<file path="src/rtl/imm_operand_sequencer.sv">
// Microcode sequencer for immediate-operand instructions (ALU A,d8 / LD r,d8 / LD rr,d16).
// Steps through one fetch M-cycle per immediate byte, then one execute M-cycle with an overlapped IR fetch.
module imm_operand_sequencer #(
  parameter int IMM_BYTES        = 1,
  parameter int STEPS_PER_MCYCLE = 4,
  parameter int ALU_CTRL_W       = 7
) (
  input  logic                  i_Clock,
  input  logic                  i_Reset_n,
  input  logic                  i_Start,
  input  logic                  i_Mode,
  input  logic [ALU_CTRL_W-1:0] i_ALU_Op,
  input  logic                  i_Wait,
  input  logic                  i_Flush,
  output logic                  o_Busy,
  output logic                  o_Address_Out,
  output logic                  o_Increment_PC,
  output logic                  o_Bus_In,
  output logic [1:0]            o_Latch,
  output logic                  o_Prep_Param,
  output logic [ALU_CTRL_W-1:0] o_ALU_Control,
  output logic                  o_Write_Dest,
  output logic                  o_IR_Fetch,
  output logic                  o_Done
);

  localparam int SW = $clog2(STEPS_PER_MCYCLE);
  localparam logic [SW-1:0] LAST_STEP = SW'(STEPS_PER_MCYCLE - 1);
  localparam logic          LAST_BYTE = 1'(IMM_BYTES - 1);

  typedef enum logic [1:0] {IDLE, IMM, EXEC} state_t;

  state_t                state, nxt_state;
  logic [SW-1:0]         step, nxt_step;
  logic                  byte_idx, nxt_byte;
  logic                  mode_q, nxt_mode;
  logic [ALU_CTRL_W-1:0] op_q, nxt_op;

  logic                  nxt_busy, nxt_addr, nxt_inc, nxt_bus_in, nxt_prep, nxt_write, nxt_ir, nxt_done;
  logic [1:0]            nxt_latch;
  logic [ALU_CTRL_W-1:0] nxt_alu;

  // NOTE: every always_comb output gets a default first so no path leaves it unassigned (no latch).
  always_comb begin
    nxt_state = state;
    nxt_step  = step;
    nxt_byte  = byte_idx;
    nxt_mode  = mode_q;
    nxt_op    = op_q;
    if (i_Flush) begin
      nxt_state = IDLE;
      nxt_step  = '0;
      nxt_byte  = 1'b0;
    end else begin
      unique case (state)
        IDLE: if (i_Start) begin
          nxt_state = IMM;
          nxt_step  = '0;
          nxt_byte  = 1'b0;
          nxt_mode  = i_Mode;
          nxt_op    = i_ALU_Op;
        end
        IMM: begin
          if (step == '0 && i_Wait) begin
            nxt_step = step;
          end else if (step == LAST_STEP) begin
            nxt_step = '0;
            if (byte_idx != LAST_BYTE) nxt_byte = byte_idx + 1'b1;
            else                       nxt_state = EXEC;
          end else begin
            nxt_step = step + 1'b1;
          end
        end
        EXEC: begin
          if (step == LAST_STEP) begin
            nxt_state = IDLE;
            nxt_step  = '0;
            nxt_byte  = 1'b0;
          end else begin
            nxt_step = step + 1'b1;
          end
        end
        default: begin
          nxt_state = IDLE;
          nxt_step  = '0;
          nxt_byte  = 1'b0;
        end
      endcase
    end
  end

  // Outputs are the Moore decode of the next state, registered so they line up with that state.
  always_comb begin
    nxt_busy   = (nxt_state != IDLE);
    nxt_addr   = 1'b0;
    nxt_inc    = 1'b0;
    nxt_bus_in = 1'b0;
    nxt_latch  = '0;
    nxt_prep   = 1'b0;
    nxt_alu    = '0;
    nxt_write  = 1'b0;
    nxt_ir     = 1'b0;
    nxt_done   = 1'b0;
    if (nxt_state == IMM) begin
      nxt_addr   = (nxt_step == SW'(0));
      nxt_inc    = (nxt_step == SW'(1));
      nxt_bus_in = (nxt_step == SW'(2));
      if (nxt_step == SW'(2)) nxt_latch[nxt_byte] = 1'b1;
    end else if (nxt_state == EXEC) begin
      nxt_ir   = 1'b1;
      nxt_prep = (nxt_step == SW'(0));
      if (nxt_step == SW'(1)) begin
        if (nxt_mode) nxt_write = 1'b1;
        else          nxt_alu   = nxt_op;
      end
      nxt_done = (nxt_step == LAST_STEP);
    end
  end

  // NOTE: sequential state uses non-blocking assignments only; every register here is reset,
  // so outputs drop to 0 the moment i_Reset_n falls, without waiting for a clock.
  always_ff @(posedge i_Clock or negedge i_Reset_n) begin
    if (!i_Reset_n) begin
      state          <= IDLE;
      step           <= '0;
      byte_idx       <= 1'b0;
      mode_q         <= 1'b0;
      op_q           <= '0;
      o_Busy         <= 1'b0;
      o_Address_Out  <= 1'b0;
      o_Increment_PC <= 1'b0;
      o_Bus_In       <= 1'b0;
      o_Latch        <= '0;
      o_Prep_Param   <= 1'b0;
      o_ALU_Control  <= '0;
      o_Write_Dest   <= 1'b0;
      o_IR_Fetch     <= 1'b0;
      o_Done         <= 1'b0;
    end else begin
      state          <= nxt_state;
      step           <= nxt_step;
      byte_idx       <= nxt_byte;
      mode_q         <= nxt_mode;
      op_q           <= nxt_op;
      o_Busy         <= nxt_busy;
      o_Address_Out  <= nxt_addr;
      o_Increment_PC <= nxt_inc;
      o_Bus_In       <= nxt_bus_in;
      o_Latch        <= nxt_latch;
      o_Prep_Param   <= nxt_prep;
      o_ALU_Control  <= nxt_alu;
      o_Write_Dest   <= nxt_write;
      o_IR_Fetch     <= nxt_ir;
      o_Done         <= nxt_done;
    end
  end

endmodule

</file>
<file path="config.mk">
export PLATFORM = sky130hd
export DESIGN_NAME = imm_operand_sequencer
export DESIGN_NICKNAME = d
export VERILOG_FILES = /design/src/rtl/imm_operand_sequencer.sv
export SDC_FILE = /design/constraint.sdc
export NUM_CORES = 1
export LEC_CHECK = 0
export CAP_MARGIN = 20
export CORE_ASPECT_RATIO = 0.9
export CORE_MARGIN = 1
export CORE_UTILIZATION = 49
export DETAILED_ROUTE_END_ITERATION = 8
export PLACE_DENSITY = 0.87
export SYNTH_ARGS = -nofsm -noshare
export SYNTH_HDL_FRONTEND = slang
export SYNTH_SLANG_ARGS = --single-unit
</file>
<file path="constraint.sdc">
create_clock -name i_Clock -period 2.4 [get_ports i_Clock]
set_input_delay 0.24 -clock i_Clock [delete_from_list [all_inputs] [get_ports i_Clock]]
set_output_delay 0.24 -clock i_Clock [all_outputs]
set_load 0.005 [all_outputs]
</file>
==> flow_metrics.env <==
export IMPL_status="finished, violations left"
export IMPL_violations="DRC"
export IMPL_die_width_um=57.6
export IMPL_critical_path_class="reg2reg"
export IMPL_grt_overflow=0
export IMPL_die_h_um=52.1
export IMPL_r2r_slack_ns=0.34
export IMPL_crit_slowest_cell="dfrtp_1"
export IMPL_synth_seq_cells=30
export IMPL_cts_buffers=5
export IMPL_grt_use_total=0.189
export IMPL_cts_buffer_depth=2
export IMPL_cts_hold_buffers=0
export IMPL_synth_simple_area_share=0.220
export IMPL_syn_area_um2=1360
export IMPL_yosys_area_top_type="dfrtp_1"
export IMPL_fin_crit_ns=2.06
export IMPL_yosysMostFrequentCell="dfrtp_1"
export IMPL_nets=146
export IMPL_critPathArrivalTime_ns=2.29
export IMPL_synth_fa_ha_area_frac=0.0275
export IMPL_r2r_start="step[0]"
export IMPL_clk_latency_ns=0.32
export IMPL_synth_distinct_cells=30
export IMPL_drt_pass1_iter_count=6
export IMPL_synthTopCellsByArea="dfrtp_1 55%, nor4b_2 7.7%, mux2_2 5.8%, buf_6 3.3%, ha_1 2.8%"
export IMPL_grt_pass1_vias=857
export IMPL_final_fill_count=179
export IMPL_rsz0062_at_grt="no"
export IMPL_cts_sinks=30
export IMPL_synth_compound_area_frac=0.0890
export IMPL_yosysWarningCount=0
export IMPL_wl_um=2370
export IMPL_ys_flop_type="dfrtp_1"
export IMPL_fin_crit_sh=0.859
export IMPL_post_drt_via_cell_ratio=5.45
export IMPL_start_util=0.534
export IMPL_cts_max_level=2
export IMPL_setup_ws_ns=0.338
export IMPL_drive_gt1_frac=0.279
export IMPL_cp_common_cell="nor4b_2"
export IMPL_power_w=0.000992
export IMPL_cp_data_required_time_ns=2.62
export IMPL_antenna_found_initial=0
export IMPL_rows=17
export IMPL_critPathLaunchType="register"
export IMPL_place_ws_ns=0.290
export IMPL_ys_top_cells_by_count="30 x dfrtp_1, 7 x mux2_2, 7 x nor4b_2"
export IMPL_fin_skew_ns=0.00349
export IMPL_slew_headroom=0.725
export IMPL_synthMuxAreaShare=0.0688
export IMPL_powerDensity_nw_per_um2=577
export IMPL_clk_pin_slew_worst_paths_ns=0.08
export IMPL_fmax_ghz=0.485
export IMPL_n_antenna_cell=0
export IMPL_syn_instance_count=95
export IMPL_synth_area_per_cell_um2=14.4
export IMPL_rr_worst_depth=5
export IMPL_grt_util_met3=0.0647
export IMPL_drtIter0Drc=10
export IMPL_cts_repair_resize_count=0
export IMPL_cts_tree="built"
export IMPL_vias=855
export IMPL_grtUsageMet2=0.310
export IMPL_routabilityCongestion=0.884
export IMPL_grt_first_pass_wirelength_um=4020
export IMPL_wl_per_cell_um=15.1
export IMPL_hpwl_um=1720
export IMPL_ys_seq_area_frac=0.550
export IMPL_grtUsageMet1=0.228
export IMPL_synth_top_family_by_area="simple AND/OR/NAND/NOR gates"
export IMPL_area_growth_synth_to_final_pct=26.0
export IMPL_postCtsSetupRepairBufs=0
export IMPL_cts_root_buf="clkbuf_4"
export IMPL_boundaryPins=30
export IMPL_numPortBuffers=29
export IMPL_synth_fp_nets=111
export IMPL_synth_top_area_frac=0.550
export IMPL_timing_rr_end="o_ALU_Control[0]"
export IMPL_hold_viol=0
export IMPL_die_area_um2=3000
export IMPL_grt_busiest_layer="met2"
export IMPL_drc=2
export IMPL_ir_worst_vdd_mv=0.332
export IMPL_synth_async_reset_ratio=1.00
export IMPL_grt_max_degree=31
export IMPL_worst_setup_path_end_kind="register"
export IMPL_max_stage_delay_ns=0.45
export IMPL_tightestPinTransition_ns=0.412
export IMPL_hp_class="in2async"
export IMPL_core_area_um2=2550
export IMPL_final_setup_viol_count=0
export IMPL_yosys_area_share_xor_xnor=0
export IMPL_worst_path_max_fanout=8
export IMPL_worstPathCellList="ha_1 -> nor4b_2 -> a31o_2 -> a21bo_1 -> nor4b_2"
export IMPL_antenna_left=0
export IMPL_p_leak_nw=0.759
export IMPL_critPathBufInv=0
export IMPL_drv_slew=0
export IMPL_synth_edf_count=0
export IMPL_fin_setup_tns_ns=0
export IMPL_path_delay_family="simple AND/OR/NAND/NOR gates"
export IMPL_cap_viol_max_count=0
==> placed cells by master, fill, tap and decap left out, drive strengths merged, types with 2 or more instances in the layout <==
master,netlist,final
clkdlybuf4s50,0,29
or2,2,2
a31o,2,2
and3,2,2
buf,4,3
nor4b,8,8
inv,4,4
mux2,8,8
ha,3,3
clkbuf,0,6
o21ai,3,3
dfrtp,30,30
nor2,5,5
a21oi,2,2
nand2b,3,3
nor3b,6,6
nand2,4,4
==> flip-flops by register name (all words and copies together) (netlist names) <==
signal / cells
byte_idx: 1
mode_q: 1
o_ALU_Control: 7
o_Address_Out: 1
o_Bus_In: 1
o_Busy: 1
o_Done: 1
o_IR_Fetch: 1
o_Increment_PC: 1
o_Latch: 2
o_Prep_Param: 1
o_Write_Dest: 1
op_q: 7
state: 2
step: 2
==> worst max path at each step <==
stage,start,to,slack (ns),cells past startpoint
after floorplan,step[0],o_ALU_Control[0],0.67,6
after global placement,i_Flush,o_ALU_Control[5],0.40,5
after detailed placement,i_Flush,o_ALU_Control[0],0.29,5
after CTS,step[0],o_ALU_Control[0],0.31,5
after global routing,step[0],o_ALU_Control[2],0.19,5
final,step[0],o_ALU_Control[0],0.34,5
==> power breakdown <==
group | switching [W] | internal, W | total (W)
Clock | 0.000151 | 0.000132 | 0.000283
Combinational | 0.0000737 | 0.0000826 | 0.000156
Sequential | 0.0000143 | 0.000538 | 0.000553
Total | 0.000239 | 0.000753 | 0.000992
==> layer usage <==
metal	part of all wire	vias to the layer above
met1	0.43	424
li1	-	405
met3	0.051	4
met5	0	-
met2	0.50	22
met4	0.017	0
==> area by class of cell <==
class	instances	area, µm²	area share
Timing Repair Buffer	32	313	0.182
Multi-Input combinational cell	57	553	0.322
Clock buffer	6	51.3	0.0299
Tap cell	28	35.0	0.0204
Inverter	4	15.0	0.00874
Sequential cell	30	751	0.437
==> through the flow <==
stage	utilization	hold WS (ns)	cells	area, µm²
global route	0.673	0.305	157	1720
global placement	0.653	0.478	151	1670
finish	0.673	0.291	157	1720
floorplan	-	-0.0556	95	1360
detailed placement	0.653	0.482	151	1670
CTS	0.673	0.287	157	1720
==> logic make-up after synthesis <==
family	count (synthesis)
buffers and inverters	8
AO/OA/AOI/OAI	13
adder cells (fa/ha/maj)	3
flip-flops	30
AND/OR/NAND/NOR	33
multiplexers	8
==> worst reg2reg max path, cell delays in order, from the launching register on <==
cell and delay, ns:
dfrtp_1 0.45, ha_1 0.31, nor4b_2 0.36, a31o_2 0.21, a21bo_1 0.36, nor4b_2 0.28
(Power assumes the default switching activity.)
